--- config.mk ---
export PLATFORM = sky130hd
export DESIGN_NAME = rx_buffer_ctrl
export DESIGN_NICKNAME = d
export VERILOG_FILES = /design/src/rtl/uart_pkg.sv /design/src/rtl/rr_arbiter.sv /design/src/rtl/rx_buffer_ctrl.sv
export SDC_FILE = /design/constraint.sdc
export NUM_CORES = 1
export LEC_CHECK = 0
export BUFFER_PORTS_ARGS = -buffer_cell sky130_fd_sc_hd__clkbuf_2
export CORE_MARGIN = 3
export CORE_UTILIZATION = 45
export DETAILED_ROUTE_END_ITERATION = 7
export PLACE_DENSITY = 0.76
export SLEW_MARGIN = 20
export SYNTH_ARGS = -nofsm -noshare
export SYNTH_HDL_FRONTEND = slang
export SYNTH_SLANG_ARGS = --single-unit
--- constraint.sdc ---
create_clock -name clock -period 2.5 [get_ports clock]
set_input_delay 0 -clock clock [delete_from_list [all_inputs] [get_ports clock]]
set_output_delay 0 -clock clock [all_outputs]
set_load 0.1 [all_outputs]
--- src/rtl/uart_pkg.sv ---
// Shared definitions for the UART RX buffer sequencer.
package uart_pkg;

  // Default word width, matching the RX buffer's out_data.
  localparam int DATA_W_DEF = 8;

  // Sequencer states: wait for a word, hold a word for a reader, grant it.
  typedef enum logic [1:0] {
    IDLE  = 2'd0,
    FULL  = 2'd1,
    GRANT = 2'd2
  } rx_state_t;

endpackage

--- src/rtl/rr_arbiter.sv ---
// Combinational round-robin arbiter. The search starts at the requester
// just after last_ptr, so the most recent winner has the lowest priority.
module rr_arbiter #(
  parameter int N_REQ = 2,
  parameter int PTR_W = $clog2(N_REQ)
) (
  input  logic [N_REQ-1:0] req,
  input  logic [PTR_W-1:0] last_ptr,
  output logic [N_REQ-1:0] winner,
  output logic             any_req
);

  logic [PTR_W-1:0] w_idx;

  // Scan from the lowest priority up to the highest, so the last hit is the winner.
  always_comb begin
    winner  = '0;
    any_req = |req;
    w_idx   = '0;
    for (int off = N_REQ; off >= 1; off--) begin
      w_idx = PTR_W'((int'(last_ptr) + off) % N_REQ);
      if (req[w_idx]) begin
        winner        = '0;
        winner[w_idx] = 1'b1;
      end
    end
  end

endmodule

--- src/rtl/rx_buffer_ctrl.sv ---
// Sequencer for the one-word UART RX buffer: loads receiver words,
// hands the held word to one of N_REQ readers in round-robin order, and
// keeps sticky overrun / frame-error status.
module rx_buffer_ctrl
  import uart_pkg::*;
#(
  parameter int DATA_W = DATA_W_DEF,
  parameter int N_REQ  = 2
) (
  input  logic              clock,
  input  logic              reset,
  input  logic              rx_done_tick,
  input  logic              rx_frame_err,
  input  logic              rx_empty,
  input  logic [DATA_W-1:0] buf_data,
  output logic              set_flag,
  output logic              clear_flag,
  input  logic [N_REQ-1:0]  req,
  output logic [N_REQ-1:0]  gnt,
  output logic              rd_valid,
  output logic [DATA_W-1:0] rd_data,
  output logic              overrun,
  output logic              frame_err,
  input  logic              err_clear
);

  localparam int PTR_W = $clog2(N_REQ);

  rx_state_t         r_state, w_state_next;
  logic              r_set_flag, r_pend_set, r_clear_flag, r_rd_valid;
  logic [N_REQ-1:0]  r_gnt, w_gnt_next;
  logic [DATA_W-1:0] r_rd_data;
  logic              r_overrun, r_frame_err;
  logic [PTR_W-1:0]  r_last_ptr, w_win_idx;
  logic [N_REQ-1:0]  w_winner;
  logic              w_any_req, w_clear_next, w_rd_valid_next;
  logic              w_buf_free, w_accept, w_drop, w_bad, w_set_due;

  rr_arbiter #(.N_REQ(N_REQ), .PTR_W(PTR_W)) u_arb (
    .req      (req),
    .last_ptr (r_last_ptr),
    .winner   (w_winner),
    .any_req  (w_any_req)
  );

  // The buffer counts as free when empty or when it is being cleared this
  // cycle; a set already on its way means the slot is spoken for.
  assign w_buf_free = (rx_empty || r_clear_flag) && !r_set_flag && !r_pend_set;
  assign w_bad      = rx_done_tick && rx_frame_err;
  assign w_accept   = rx_done_tick && !rx_frame_err && w_buf_free;
  assign w_drop     = rx_done_tick && !rx_frame_err && !w_buf_free;
  assign w_set_due  = w_accept || r_pend_set;

  // Convert the one-hot winner to an index for the round-robin pointer.
  always_comb begin
    w_win_idx = '0;
    for (int i = 0; i < N_REQ; i++) begin
      if (w_winner[i]) w_win_idx = PTR_W'(i);
    end
  end

  // Next-state and next-output logic of the read sequencer.
  always_comb begin
    w_state_next    = r_state;
    w_gnt_next      = '0;
    w_rd_valid_next = 1'b0;
    w_clear_next    = 1'b0;
    case (r_state)
      IDLE: begin
        if (!rx_empty) w_state_next = FULL;
      end
      FULL: begin
        // An external clear empties the buffer: nothing left to grant.
        if (rx_empty) begin
          w_state_next = IDLE;
        end else if (w_any_req) begin
          w_state_next    = GRANT;
          w_gnt_next      = w_winner;
          w_rd_valid_next = 1'b1;
          w_clear_next    = 1'b1;
        end
      end
      GRANT:   w_state_next = IDLE;
      default: w_state_next = IDLE;
    endcase
  end

  // State, grant outputs, delivered word and round-robin pointer.
  always_ff @(posedge clock or negedge reset) begin
    if (!reset) begin
      r_state      <= IDLE;
      r_gnt        <= '0;
      r_rd_valid   <= 1'b0;
      r_clear_flag <= 1'b0;
      r_rd_data    <= '0;
      r_last_ptr   <= PTR_W'(N_REQ - 1);
    end else begin
      r_state      <= w_state_next;
      r_gnt        <= w_gnt_next;
      r_rd_valid   <= w_rd_valid_next;
      r_clear_flag <= w_clear_next;
      if (w_rd_valid_next) begin
        r_rd_data  <= buf_data;
        r_last_ptr <= w_win_idx;
      end
    end
  end

  // Issue set_flag, deferring it one cycle when it would coincide with a clear.
  always_ff @(posedge clock or negedge reset) begin
    if (!reset) begin
      r_set_flag <= 1'b0;
      r_pend_set <= 1'b0;
    end else begin
      r_set_flag <= w_set_due && !w_clear_next;
      r_pend_set <= w_set_due && w_clear_next;
    end
  end

  // Sticky status; a fresh error outranks a simultaneous clear.
  always_ff @(posedge clock or negedge reset) begin
    if (!reset) begin
      r_overrun   <= 1'b0;
      r_frame_err <= 1'b0;
    end else begin
      if (w_drop)         r_overrun <= 1'b1;
      else if (err_clear) r_overrun <= 1'b0;
      if (w_bad)          r_frame_err <= 1'b1;
      else if (err_clear) r_frame_err <= 1'b0;
    end
  end

  assign set_flag   = r_set_flag;
  assign clear_flag = r_clear_flag;
  assign gnt        = r_gnt;
  assign rd_valid   = r_rd_valid;
  assign rd_data    = r_rd_data;
  assign overrun    = r_overrun;
  assign frame_err  = r_frame_err;

endmodule

==> key figures <==
Place
  – Pre-CTS setup slack: 1097 ps
  – Placed cells: 96
  – Dpl hpwl: 967.3 um
  – Placed Area: 889.6 um2
  – Port Buffers: 30
  – Global placer's final weighted congestion: 0.7534

Timing
  – Period utilization: 0.6084
  – Final setup skew: 3.543 ps
  – Fin worst setup slack: 979.0 ps
  – Minimum clock period: 1521 ps
  – Final setup vio count: 0
  – Pins over their slew limit: 0
  – Post-Route Setup TNS: 0 ps
  – Fmax: 657.5 MHz
  – RSZ-0062 raised after global routing: no
  – Fin. Hold Viols: 0
  – Worst hold slack: 22.65 ps
  – Worst slew margin: 0.6365
  – Worst-Margin Slew: 547.6 ps

Detailed routing
  – Pre-antenna DRT Iters: 3
  – ANT nets after route: 0
  – Wire per inst: 12.91 um
  – Residual DRC: 0
  – Vias per cell: 4.871
  – Iter 0 DRT Violations: 2
  – Routed WL: 1497 um
  – DR vias: 565

Worst setup path
  – CP peak stage delay: 570 ps
  – Critical path type: input pin to register
  – Worst-path cell chain: dlygate4sd3_1 > clkbuf_2 > nor3b_4 > nand2_1 > a21oi_1 > dlygate4sd3_1
  – Top Family by Delay on Critical Path: buffers and inverters
  – Crit. End Element: register
  – Most used cell, CP: dlygate4sd3_1
  – CP Max Fanout: 5
  – FF-to-FF End: gnt[0]
  – Reg-to-reg startpoint: r_state[1]
  – Reg2reg setup slack: 1000 ps
  – WP data required: 2720 ps
  – Worst Reg2Reg Path Length in Cells: 4
  – Critical Path Slowest Stage Cell: dlygate4sd3_1
  – Worst Path Arrival: 1740 ps
  – CP Buf/Inv Count: 3
  – Critical Path Start Type: input pin

Final layout
  – # diodes: 0
  – Final non-filler cell total: 116
  – Final Cell Area: 0.001076 mm2
  – Post-route core utilization: 0.6981
  – Layout cells sized above 1: 0.4600
  – Area delta synth->final: 44.05%
  – Final net count: 117

Power
  – PnR Total Power: 1.025 mW
  – LEAKAGE: 0.5493 nW
  – Worst vdd ir: 0.0007221 V
  – Pwr/cell area: 952.4 mW/mm2

Floorplan
  – Die ar.: 0.002185 mm2
  – Core Region: 0.001541 mm2
  – # rows: 14
  – Num ports: 31
  – Die Width: 46.74 um
  – Initial Utilization: 0.4846
  – Chip Height: 46.74 um

Global route
  – GRT Overall Usage: 0.1681
  – Largest net degree at the start of global routing: 19
  – First-pass GRT wire length: 2490 um
  – Vias in the first global route: 622
  – Initial antenna violation count: 0
  – Grt ovf: 0

Clocking
  – Clock-pin slew on the worst setup and hold paths: 100 ps
  – Cts hold-fix bufs: 16
  – Clock sinks: 18
  – CTS tree: yes
  – Cts repair resizes: 0
  – Root buf cell: clkbuf_4
  – Htree depth: 1
  – Setup bufs post-CTS: 0
  – Clock latency at the later pin of the worst-skew pair: 280 ps
  – Max clock buf depth: 2
  – CTS Buf Count: 3

Min path
  – Worst hold path type: input pin to register
  – Hold Path Sink: overrun
  – Hold Path Cell Cnt: 4
  – Startpoint of the worst hold path: rx_frame_err

Yosys
  – Gate Count Post-Synth: 52
  – Synthesized Nets: 68
  – Seq/Total Area, Yosys: 0.6047
  – Cell variety after synth: 19
  – Avg Cell Area, Syn: 14.36 um2
  – Mapped Area: 747.0 um2
  – Total number of yosys warnings: 0
  – Yosys reg bits: 18

Flow run
  – Max_cap viols: 0

Status
  – Outcome: finished clean
cells by family after synthesis:
logic type             Yosys count  share of synthesized area
AO/OA/AOI/OAI                   11                     0.1038
buffers and inverters            5                    0.05193
flip-flops                      18                     0.6047
multiplexers                     8                     0.1558
AND/OR/NAND/NOR                 10                    0.08375
routing by layer:
layer / vias up / routed length, um / track usage / part of all wire
li1: 270 / - / - / -
met1: 265 / 605 / 0.1785 / 0.40
met2: 28 / 790 / 0.3104 / 0.53
met3: 2 / 90 / 0.04981 / 0.060
met4: 0 / 11 / 0.06630 / 0.0073
met5: - / 0 / 0 / 0
worst max-delay path by stage:
stage	start	end	slack, ps	depth (start not counted)
final	rx_empty	gnt[0]	980	6
after CTS	r_state[1]	gnt[0]	1030	4
after global routing	rx_empty	gnt[0]	900	6
after floorplan	set_flag	r_pend_set	990	3
after global placement	r_state[1]	rd_data[7]	1120	3
after detailed placement	r_state[1]	rd_data[7]	1100	3
sequential cells by signal, summed over array words and instances (netlist names):
| signal | count |
|---|---|
| frame_err | 1 |
| gnt | 2 |
| overrun | 1 |
| r_last_ptr | 1 |
| r_pend_set | 1 |
| r_state | 2 |
| rd_data | 8 |
| rd_valid | 1 |
| set_flag | 1 |
final cells by class:
class	instances	area, um2
tap	16	20.02
sequential	18	451.7
multi-input combinational	29	256.5
inverter	3	11.26
timing repair buffer	46	310.3
clock buffer	4	26.28
fill	118	465.4
cell usage after synthesis:
cell type,n,share of area
dfrtp_1,17,0.57
mux2_4,7,0.14
a21oi_1,4,0.027
inv_1,3,0.015
nand2_1,3,0.015
nor2_1,2,0.010
nor2b_1,2,0.017
o21a_1,2,0.020
o21ai_0,2,0.013
and3_2,1,0.010
buf_12,1,0.027
buf_4,1,0.010
dfstp_2,1,0.035
mux2_2,1,0.015
nor3_1,1,0.0067
nor3b_4,1,0.025
o21a_4,1,0.020
o21ba_2,1,0.013
o31ai_1,1,0.010
cell usage in the layout, fill, tap and decap left out, drive strengths merged:
master,synthesis,layout
a21oi,4,4
and3,1,1
clkbuf,0,34
dfrtp,17,17
dfstp,1,1
dlygate4sd3,0,16
inv,3,3
mux2,8,8
nand2,3,3
nor2,2,2
nor2b,2,2
nor3,1,1
nor3b,1,1
o21a,3,3
o21ai,2,2
o21ba,1,1
o31ai,1,1
tightest hold or removal path: stages:
cell	delay, ps
clkbuf_2	90
nor2b_1	50
o31ai_1	50
o21ai_0	70
where the power goes:
part	internal, mW	total (mW)	switching [mW]
Sequential	0.347	0.381	0.0336
Clock	0.0619	0.143	0.0806
Combinational	0.112	0.502	0.390
Total	0.521	1.02	0.504
Note: power is estimated with default switching activity, not from simulation.
